--- config.mk ---
export PLATFORM = sky130hd
export DESIGN_NAME = branch_thread_scheduler
export DESIGN_NICKNAME = d
export VERILOG_FILES = /design/src/rtl/riscv_mt_pkg.sv /design/src/rtl/branch_thread_scheduler_rr_arbiter.sv /design/src/rtl/branch_thread_scheduler.sv
export SDC_FILE = /design/constraint.sdc
export NUM_CORES = 1
export LEC_CHECK = 0
export BUFFER_PORTS_ARGS = -buffer_cell sky130_fd_sc_hd__buf_2
export CAP_MARGIN = 20
export CORE_MARGIN = 2
export CORE_UTILIZATION = 45
export DETAILED_ROUTE_END_ITERATION = 8
export SLEW_MARGIN = 10
export SYNTH_ARGS = -nofsm -noshare
export SYNTH_HDL_FRONTEND = slang
export SYNTH_SLANG_ARGS = --single-unit
--- constraint.sdc ---
create_clock -name clk -period 5 [get_ports clk]
set_input_delay 0.75 -clock clk [delete_from_list [all_inputs] [get_ports clk]]
set_output_delay 0.75 -clock clk [all_outputs]
set_load 0.05 [all_outputs]
--- src/rtl/riscv_mt_pkg.sv ---
// Shared types and defaults for the multithreaded fetch front end.
package riscv_mt_pkg;

    typedef enum logic {
        READY   = 1'b0,
        BLOCKED = 1'b1
    } thread_state_t;

    localparam int PC_INC           = 4;
    localparam int DEFAULT_NTHREADS = 4;
    localparam int DEFAULT_TID_W    = $clog2(DEFAULT_NTHREADS);

endpackage

--- src/rtl/branch_thread_scheduler_rr_arbiter.sv ---
// Combinational round-robin picker: first set request strictly after `last`, wrapping.
module rr_arbiter #(
    parameter int N     = 4,
    parameter int TID_W = $clog2(N)
) (
    input  logic [N-1:0]     req,
    input  logic [TID_W-1:0] last,
    output logic             gnt_valid,
    output logic [TID_W-1:0] gnt_id
);

    logic [TID_W-1:0] idx;

    // NOTE: every variable written here gets a default first, so no path leaves it unassigned (no latch).
    always_comb begin
        gnt_valid = 1'b0;
        gnt_id    = '0;
        idx       = '0;
        // N is a power of two, so the TID_W-bit add wraps modulo N; k == N revisits last itself.
        for (int k = 1; k <= N; k++) begin
            idx = last + TID_W'(k);
            if (!gnt_valid && req[idx]) begin
                gnt_valid = 1'b1;
                gnt_id    = idx;
            end
        end
    end

endmodule

--- src/rtl/branch_thread_scheduler.sv ---
// Round-robin fetch scheduler: one PC per thread, threads suspend on control flow until resolved.
module branch_thread_scheduler
    import riscv_mt_pkg::*;
#(
    parameter int          NTHREADS = DEFAULT_NTHREADS,
    parameter int          XLEN     = 32,
    parameter logic [XLEN-1:0] RESET_PC = '0,
    parameter int          TID_W    = $clog2(NTHREADS)
) (
    input  logic                clk,
    input  logic                reset,
    input  logic [NTHREADS-1:0] thread_en,
    input  logic                stall,
    input  logic                fetch_is_ctrl,
    output logic                fetch_valid,
    output logic [TID_W-1:0]    fetch_tid,
    output logic [XLEN-1:0]     fetch_pc,
    input  logic                ex_valid,
    input  logic [TID_W-1:0]    ex_tid,
    input  logic                ex_taken,
    input  logic [XLEN-1:0]     ex_target,
    output logic [NTHREADS-1:0] blocked,
    output logic                err
);

    thread_state_t       state_q [NTHREADS];
    logic [XLEN-1:0]     pc_q    [NTHREADS];
    logic [TID_W-1:0]    rr_last_q;
    logic [NTHREADS-1:0] req;
    logic                gnt_valid;
    logic [TID_W-1:0]    gnt_id;

    always_comb begin
        req     = '0;
        blocked = '0;
        for (int i = 0; i < NTHREADS; i++) begin
            req[i]     = thread_en[i] && (state_q[i] == READY);
            blocked[i] = (state_q[i] == BLOCKED);
        end
    end

    rr_arbiter #(
        .N     (NTHREADS),
        .TID_W (TID_W)
    ) u_arb (
        .req       (req),
        .last      (rr_last_q),
        .gnt_valid (gnt_valid),
        .gnt_id    (gnt_id)
    );

    // Outputs are forced to zero during reset so nothing downstream sees a stale grant.
    always_comb begin
        fetch_valid = gnt_valid && !reset;
        fetch_tid   = fetch_valid ? gnt_id : '0;
        fetch_pc    = fetch_valid ? pc_q[gnt_id] : '0;
    end

    // NOTE: state uses non-blocking assignments only, so every read here sees start-of-cycle values.
    always_ff @(posedge clk) begin
        if (reset) begin
            // NOTE: the PC array is architectural state and must come up at RESET_PC, so it is reset like any flop.
            for (int i = 0; i < NTHREADS; i++) begin
                pc_q[i]    <= RESET_PC;
                state_q[i] <= READY;
            end
            rr_last_q <= TID_W'(NTHREADS - 1);
            err       <= 1'b0;
        end else begin
            if (fetch_valid && !stall) begin
                pc_q[gnt_id] <= pc_q[gnt_id] + XLEN'(PC_INC);
                rr_last_q    <= gnt_id;
                if (fetch_is_ctrl) begin
                    state_q[gnt_id] <= BLOCKED;
                end
            end
            // A legal resolve always targets a BLOCKED thread, never the one granted this cycle.
            if (ex_valid) begin
                if (state_q[ex_tid] == BLOCKED) begin
                    state_q[ex_tid] <= READY;
                    if (ex_taken) begin
                        pc_q[ex_tid] <= ex_target;
                        if (ex_target[1:0] != 2'b00) begin
                            err <= 1'b1;
                        end
                    end
                end else begin
                    err <= 1'b1;
                end
            end
        end
    end

endmodule

==> results by group, run 1 <==
Power and ir drop
  – Static leakage: 3.65 nW
  – PwrDens: 385 nW/um^2
  – Pwr Total: 3.81 mW
  – Peak VDD IR: 260 uV

Synth
  – Area contributors post-synth: edfxtp_1 44%, nand2_1 7.6%, o21ai_0 5.1%
  – Post-synthesis adder-cell area fraction: 0.144%
  – Top FF cell, synth: edfxtp_1
  – Post-synthesis mux area share: 2.87%
  – XOR/XNOR share of the synthesized area: 2.42%
  – Complex-gate fraction of the synthesized area: 21.1%
  – Flops & latches, synth: 135
  – Async S/R FF share, synth: 0%
  – Synth top area share: 44.3%
  – Syn Inst Count: 937
  – Avg Inst Size Synth: 9.26 um^2
  – Syn Std Cell Area: 8670 um^2
  – EDFF count, synth: 128
  – Top cell type by total area after synthesis: edfxtp_1
  – Seq/Total Area, Yosys: 45.9%
  – Synth warn: 0
  – Synth Net Count: 982
  – Largest family of logic cells by synthesized area: simple AND/OR/NAND/NOR gates
  – Synth unique cells: 72
  – Simple-gate portion of the synthesized area: 23.6%

Clock tree
  – Max Root-Sink Buffers: 2
  – CTS Buf Count: 17
  – Resize count post-CTS: 0
  – CTS tree: done
  – Worst-path clk slew: 0.06 ns
  – CTS root buffer: clkbuf_16
  – Clock latency on the worst-skew pair: 0.43 ns
  – Hold_buf cts: 0
  – Postcts setup bufs: 0
  – H-tree depth: 4
  – Clock sink total: 135

Finish
  – Final Cell Area: 9910 um^2
  – Layout cells sized above 1: 19.1%
  – Most frequent cells in the layout: 174 x nand2_1, 128 x edfxtp_1, 88 x o21ai_0
  – Register area: 3980 um^2
  – Most common cell after layout, fill and taps aside: nand2_1
  – Fillers: 1770
  – ANT cells: 0
  – Combined area of the multi-input logic cells: 4420 um^2
  – Net count, final: 1041
  – Layout area overhead: 14.3%

Timing
  – Final setup fails: 0
  – Setup TNS: 0 ns
  – Period utilisation layout: 80.7%
  – Fmax: 248 MHz
  – Hold Vio Cnt, Final: 0
  – Max Slew Vio Count: 0
  – Measured slew at the worst slew-check pin: 1.02 ns
  – Final Critical Period: 4.04 ns
  – Rel. slew slack: 32.2%
  – Unrepaired setup endpoints after global routing: false
  – Clock Skew: 0.00799 ns

Status
  – Status: finished clean

Critical path
  – Worst path max stage delay: 0.53 ns
  – Crit start category: flop
  – CP max FO: 15
  – Crit path depth: 8
  – Flop2flop setup slack: 1.18 ns
  – CP max stage cell: a21o_1
  – End point of the critical path: fetch_pc[19]
  – RR Startpoint: rr_last_q[1]
  – CP startpoint: rr_last_q[1]
  – RR Endpoint: pc_q[1][20]
  – Buf/Inv on CP: 2
  – WP data arrival: 3.29 ns
  – Required time worst endpoint: 4.25 ns
  – WS Path Type: reg2out
  – Crit path cell chain: nor4b_1, a21o_1, nor2_4, buf_4, mux2i_1, and2_1, a211oi_1, buf_2
  – CP Capture Type: primary output
  – Top delay family on crit path: simple AND/OR/NAND/NOR gates
  – R2r worst-path depth: 9

Flow run
  – Maxcap violations: 0

Die
  – Die Wd: 143 um
  – Row count: 50
  – Core box area: 18800 um^2
  – Die Ht: 143 um
  – IO Pins: 84
  – Full die area: 20400 um^2
  – Initial Util: 46.1%

Global route
  – First-pass GRT wire length: 45.3 mm
  – Vias in the first global route: 7508
  – Overflow after GRT: 0
  – Largest net degree at the start of global routing: 39
  – Initial antenna violation count: 0
  – Global Route Usage Sum: 30.1%

Drt
  – Iteration-0 DRC Markers: 855
  – DR WL/cell: 23.9 um
  – DR vias: 8090
  – Vias per cell: 6.38
  – Final ANT Viol Nets: 0
  – First-pass DRT Iterations: 6
  – DRC errors left: 0
  – Total Routed Length: 30.3 mm

Place
  – Port Buf Inserts: 83
  – GP Congestion: 0.910
  – Dpl hpwl: 19.1 mm
  – Placed Area: 9370 um^2

Min path
  – Hold WC Path Type: reg2reg
  – Hold Path Depth: 2
## metrics by stage
stage | util [%] | worst slack [ns] | std cells | hold WS, ns
final | 52.6 | 0.964 | 1269 | 0.464
after global routing | 52.6 | 0.881 | 1269 | 0.497
after CTS | 52.6 | 1.07 | 1269 | 0.469
after detailed placement | 49.8 | 0.865 | 1237 | 0.454
after global placement | 49.8 | 0.948 | 1237 | 0.454
after floorplan | - | 0.752 | 937 | 0.476
## how the worst min path moves through the flow
| stage | from | end | slack (ns) |
|---|---|---|---|
| 3_3_place_gp | err | err | 0.45 |
| 3_5_place_dp | err | err | 0.45 |
| 5_1_grt | err | err | 0.50 |
| 2_1_floorplan | state_q[0] | state_q[0] | 0.48 |
| 6_report | err | err | 0.46 |
| 4_1_cts | err | err | 0.47 |
## logic make-up (layout without fill, tap and decap cells)
group | count (synthesis) | in the layout
muxes | 16 | 16
buffers and inverters | 76 | 148
adders and majority gates | 1 | 1
DFF | 135 | 135
xor gates and xnor gates | 24 | 24
AOI/OAI and AO/OA | 260 | 260
and+or+nand+nor | 425 | 425
## worst register-to-register path: cells and delay by family (launching register included)
kind / cells / cell delay (ns)
AO/OA/AOI/OAI: 4 / 1.50
XOR/XNOR: 1 / 0.28
buffers and inverters: 1 / 0.26
flip-flops: 1 / 0.37
AND/OR/NAND/NOR: 3 / 1.14
## sequential cells by signal (all words and copies together) (netlist names)
name / count
err: 1
pc_q: 128
rr_last_q: 2
state_q: 4
## cells in the mapped netlist, types with 9 or more instances
| cell type | count |
|---|---|
| nand2_1 | 175 |
| a31oi_1 | 20 |
| buf_2 | 20 |
| edfxtp_1 | 128 |
| a21oi_1 | 14 |
| o211ai_1 | 16 |
| nor2_1 | 84 |
| nand4_1 | 16 |
| a22o_1 | 44 |
| clkbuf_1 | 42 |
| and2_1 | 25 |
| nand3_1 | 41 |
| o21ai_0 | 88 |
| a31o_2 | 9 |
| xnor2_1 | 17 |
| and3_1 | 24 |
| nor3_1 | 15 |
| a211oi_1 | 10 |
## where the power goes
part	leakage, nW	switching, mW	internal [mW]
Combinational	2.00	0.857	0.334
Clock	0.263	0.510	0.674
Sequential	1.39	0.0709	1.37
Total	3.65	1.44	2.37
## area by class of cell
| class | instances | area share, % |
|---|---|---|
| clock buffers | 17 | 4.29 |
| clock inverters | 15 | 1.14 |
| inverters | 5 | 0.189 |
| multi-input cells | 726 | 44.6 |
| flip-flops and latches | 135 | 40.2 |
| well taps | 260 | 3.28 |
| repair buffers | 111 | 6.31 |
## per-layer routing
metal	part of all wire, %	track usage [%]	wire length, um
met1	42	41.6	12700
met2	45	47.2	13800
met3	9.7	5.43	2930
met4	3.1	12.0	930
met5	0	0	0
Power figures use the tool's default switching activity.
==> run 2, diff against run 1 <==
--- a/config.mk
+++ b/config.mk
@@ -10,6 +10,7 @@
 export CORE_MARGIN = 2
 export CORE_UTILIZATION = 45
 export DETAILED_ROUTE_END_ITERATION = 8
+export PLACE_DENSITY = 0.66
 export SLEW_MARGIN = 10
 export SYNTH_ARGS = -nofsm -noshare
 export SYNTH_HDL_FRONTEND = slang
==> constraint.sdc (replaced) <==
create_clock -name clk -period 3.6 [get_ports clk]
set_input_delay 0.54 -clock clk [delete_from_list [all_inputs] [get_ports clk]]
set_output_delay 0.54 -clock clk [all_outputs]
set_load 0.05 [all_outputs]
==> run 2 against run 1 <==
Net effect: final cell count grew 2.4%; first-iteration DRC count grew 12%; power grew 47%; via count grew 2.2%; combinational power grew 48%.
==> results by group, run 2 (synthesis results as in run 1) <==
Critical path
  – WS Path Type: reg2out
  – WP data arrival: 2.99 ns (-0.30 ns)
  – Flop2flop setup slack: 0.30 ns (-0.88 ns)
  – Crit start category: flop
  – RR Startpoint: state_q[2]
  – Required time worst endpoint: 3.06 ns (-1.19 ns)
  – CP Capture Type: primary output
  – CP max FO: 57 (+42)
  – R2r worst-path depth: 11 (+2)
  – RR Endpoint: pc_q[2][6]

Finish
  – Top flop regs: pc_q x128, state_q x4, rr_last_q x2
  – Core Util, Final: 54.9% (+2.2 points)
  – Register name with the most flops: pc_q
  – Net count, final: 1071 (+2.9%)
  – Register area: 3980 um^2 (unchanged)
  – Most frequent cells in the layout: 174 x nand2_1, 128 x edfxtp_1, 88 x o21ai_0
  – Largest register FFs: 128 (unchanged)
  – Layout area overhead: 19.1%
  – Most common cell after layout, fill and taps aside: nand2_1
  – Combined area of the multi-input logic cells: 4460 um^2 (+0.85%)
  – ANT cells: 0 (unchanged)
  – Layout cells sized above 1: 21.4% (+2.2 points)
  – Final Cell Area: 10300 um^2 (+4.2%)
  – Fillers: 1716 (-3.1%)

Die
  – Initial Util: 46.1% (unchanged)
  – Full die area: 20400 um^2 (unchanged)
  – Core box area: 18800 um^2 (unchanged)
  – IO Pins: 84 (unchanged)
  – Die Ht: 143 um (unchanged)
  – Die Wd: 143 um (unchanged)
  – Row count: 50 (unchanged)

Drt
  – Vias per cell: 6.37 (-0.14%)
  – DRC errors left: 0 (unchanged)
  – Iteration-0 DRC Markers: 956 (+12%)
  – DR WL/cell: 23.3 um (-2.5%)
  – Total Routed Length: 30.2 mm (-0.19%)
  – DR vias: 8270 (+2.2%)
  – Final ANT Viol Nets: 0 (unchanged)
  – First-pass DRT Iterations: 5 (-1)

Timing
  – Unrepaired setup endpoints after global routing: true
  – Hold Vio Cnt, Final: 0 (unchanged)
  – Rel. slew slack: 55.7% (+24 points)
  – Max Slew Vio Count: 0 (unchanged)
  – Fmax: 284 MHz
  – Clock Skew: 0.0164 ns (+0.00843 ns)
  – Measured slew at the worst slew-check pin: 0.662 ns (-0.355 ns)
  – Period utilisation layout: 98.0%
  – Final Critical Period: 3.53 ns
  – Final setup fails: 0 (unchanged)

Global route
  – Global Route Usage Sum: 30.0% (-0.15 points)
  – Vias in the first global route: 7644 (+1.8%)
  – Initial antenna violation count: 0 (unchanged)
  – First-pass GRT wire length: 45.2 mm (-0.15%)
  – Overflow after GRT: 0 (unchanged)
  – Largest net degree at the start of global routing: 58 (+49%)

Clock tree
  – H-tree depth: 4 (unchanged)
  – Hold_buf cts: 0 (unchanged)
  – Worst-path clk slew: 0.06 ns (about the same)
  – CTS tree: done
  – Max Root-Sink Buffers: 2 (unchanged)
  – Clock latency on the worst-skew pair: 0.44 ns (about the same)
  – CTS root buffer: clkbuf_16
  – Clock sink total: 135 (unchanged)
  – CTS Buf Count: 17 (unchanged)

Place
  – Dpl hpwl: 20.3 mm (+6.4%)
  – GP Congestion: 0.921 (+1.3%)
  – Port Buf Inserts: 83 (unchanged)
  – Placed Area: 9680 um^2 (+3.2%)

Min path
  – Hold WC Path Type: in2reg
  – Hold Crit Start: ex_valid
  – Hold Path Depth: 3 (+1)
  – WHS Endpoint: err

Power and ir drop
  – Static leakage: 3.86 nW (+5.7%)
  – Peak VDD IR: 368 uV (+41%)
  – PwrDens: 543 nW/um^2 (+41%)

Status
  – Status: finished clean

Flow run
  – Maxcap violations: 0 (unchanged)
-- run 2: cell count changes in the layout (fill, tap and decap cells not counted), moves of 3 or more --
| cell | delta |
|---|---|
| buf_4 | +22 |
| buf_12 | +6 |
| clkinv_2 | -6 |
| bufinv_16 | +3 |
| or3_1 | +3 |
| or3_2 | -3 |
-- run 2: how the worst max path moves through the flow --
stage / start / to / slack (ns) / cells after the start
2_1_floorplan: thread_en[3] / pc_q[3][16] / -0.03 / 16
3_3_place_gp: thread_en[0] / fetch_pc[11] / 0.16 / 11
3_5_place_dp: thread_en[0] / pc_q[3][16] / 0.14 / 12
4_1_cts: rr_last_q[1] / fetch_pc[11] / 0.01 / 10
5_1_grt: state_q[1] / fetch_pc[17] / -0.04 / 7
6_report: state_q[1] / fetch_pc[10] / 0.07 / 7
-- run 2: through the flow --
stage                     setup slack [ns]  total power [mW]  hold WS, ns  TNS, ns  instances
after floorplan                    -0.0265              3.17        0.476  -0.0265        937
after global placement               0.156              3.73        0.452        0       1265
after detailed placement             0.137              3.73        0.454        0       1265
after CTS                           0.0146              5.56        0.361        0       1297
after global routing               -0.0414              5.81        0.377   -0.111       1299
final                               0.0730              5.61        0.365        0       1299
-- run 2: worst max-delay path, cell delays in order (launching register included) --
cell      delay (ns)
dfxtp_1         0.35
nand2b_1        0.21
o221ai_1        0.34
a32o_2          0.31
buf_12          0.30
mux4_2          0.60
and2_1          0.19
buf_2           0.21
-- run 2: final cells by class --
type | instances | share of cell area, %
multi-input cells | 726 | 43.2
flip-flops and latches | 135 | 38.6
repair buffers | 141 | 9.03
clock buffers | 19 | 4.19
well taps | 260 | 3.15
clock inverters | 13 | 1.73
inverters | 5 | 0.182
-- run 2: repair_timing --
| action | CTS | global route |
|---|---|---|
| hold endpoints to repair | 0 | 0 |
| setup endpoints to repair | 1 | 11 |
| pin swaps | 0 | 2 |
| buffers inserted | 0 | 2 |
| gates resized for setup | 1 | 4 |
-- run 2: metal layers --
layer  vias up  global-route usage [%]  share of wire (%)
met3        72                    6.17                 11
met2       540                    45.5                 45
met5         -                       0                  0
met1      3951                    42.2                 41
li1       3707                       -                  -
met4         0                    11.8                3.2
-- run 2: where the power goes --
part	internal (mW)	leakage, nW	switching (mW)
Sequential	1.90	1.39	0.106
Combinational	0.544	2.18	1.21
Clock	1.15	0.294	0.694
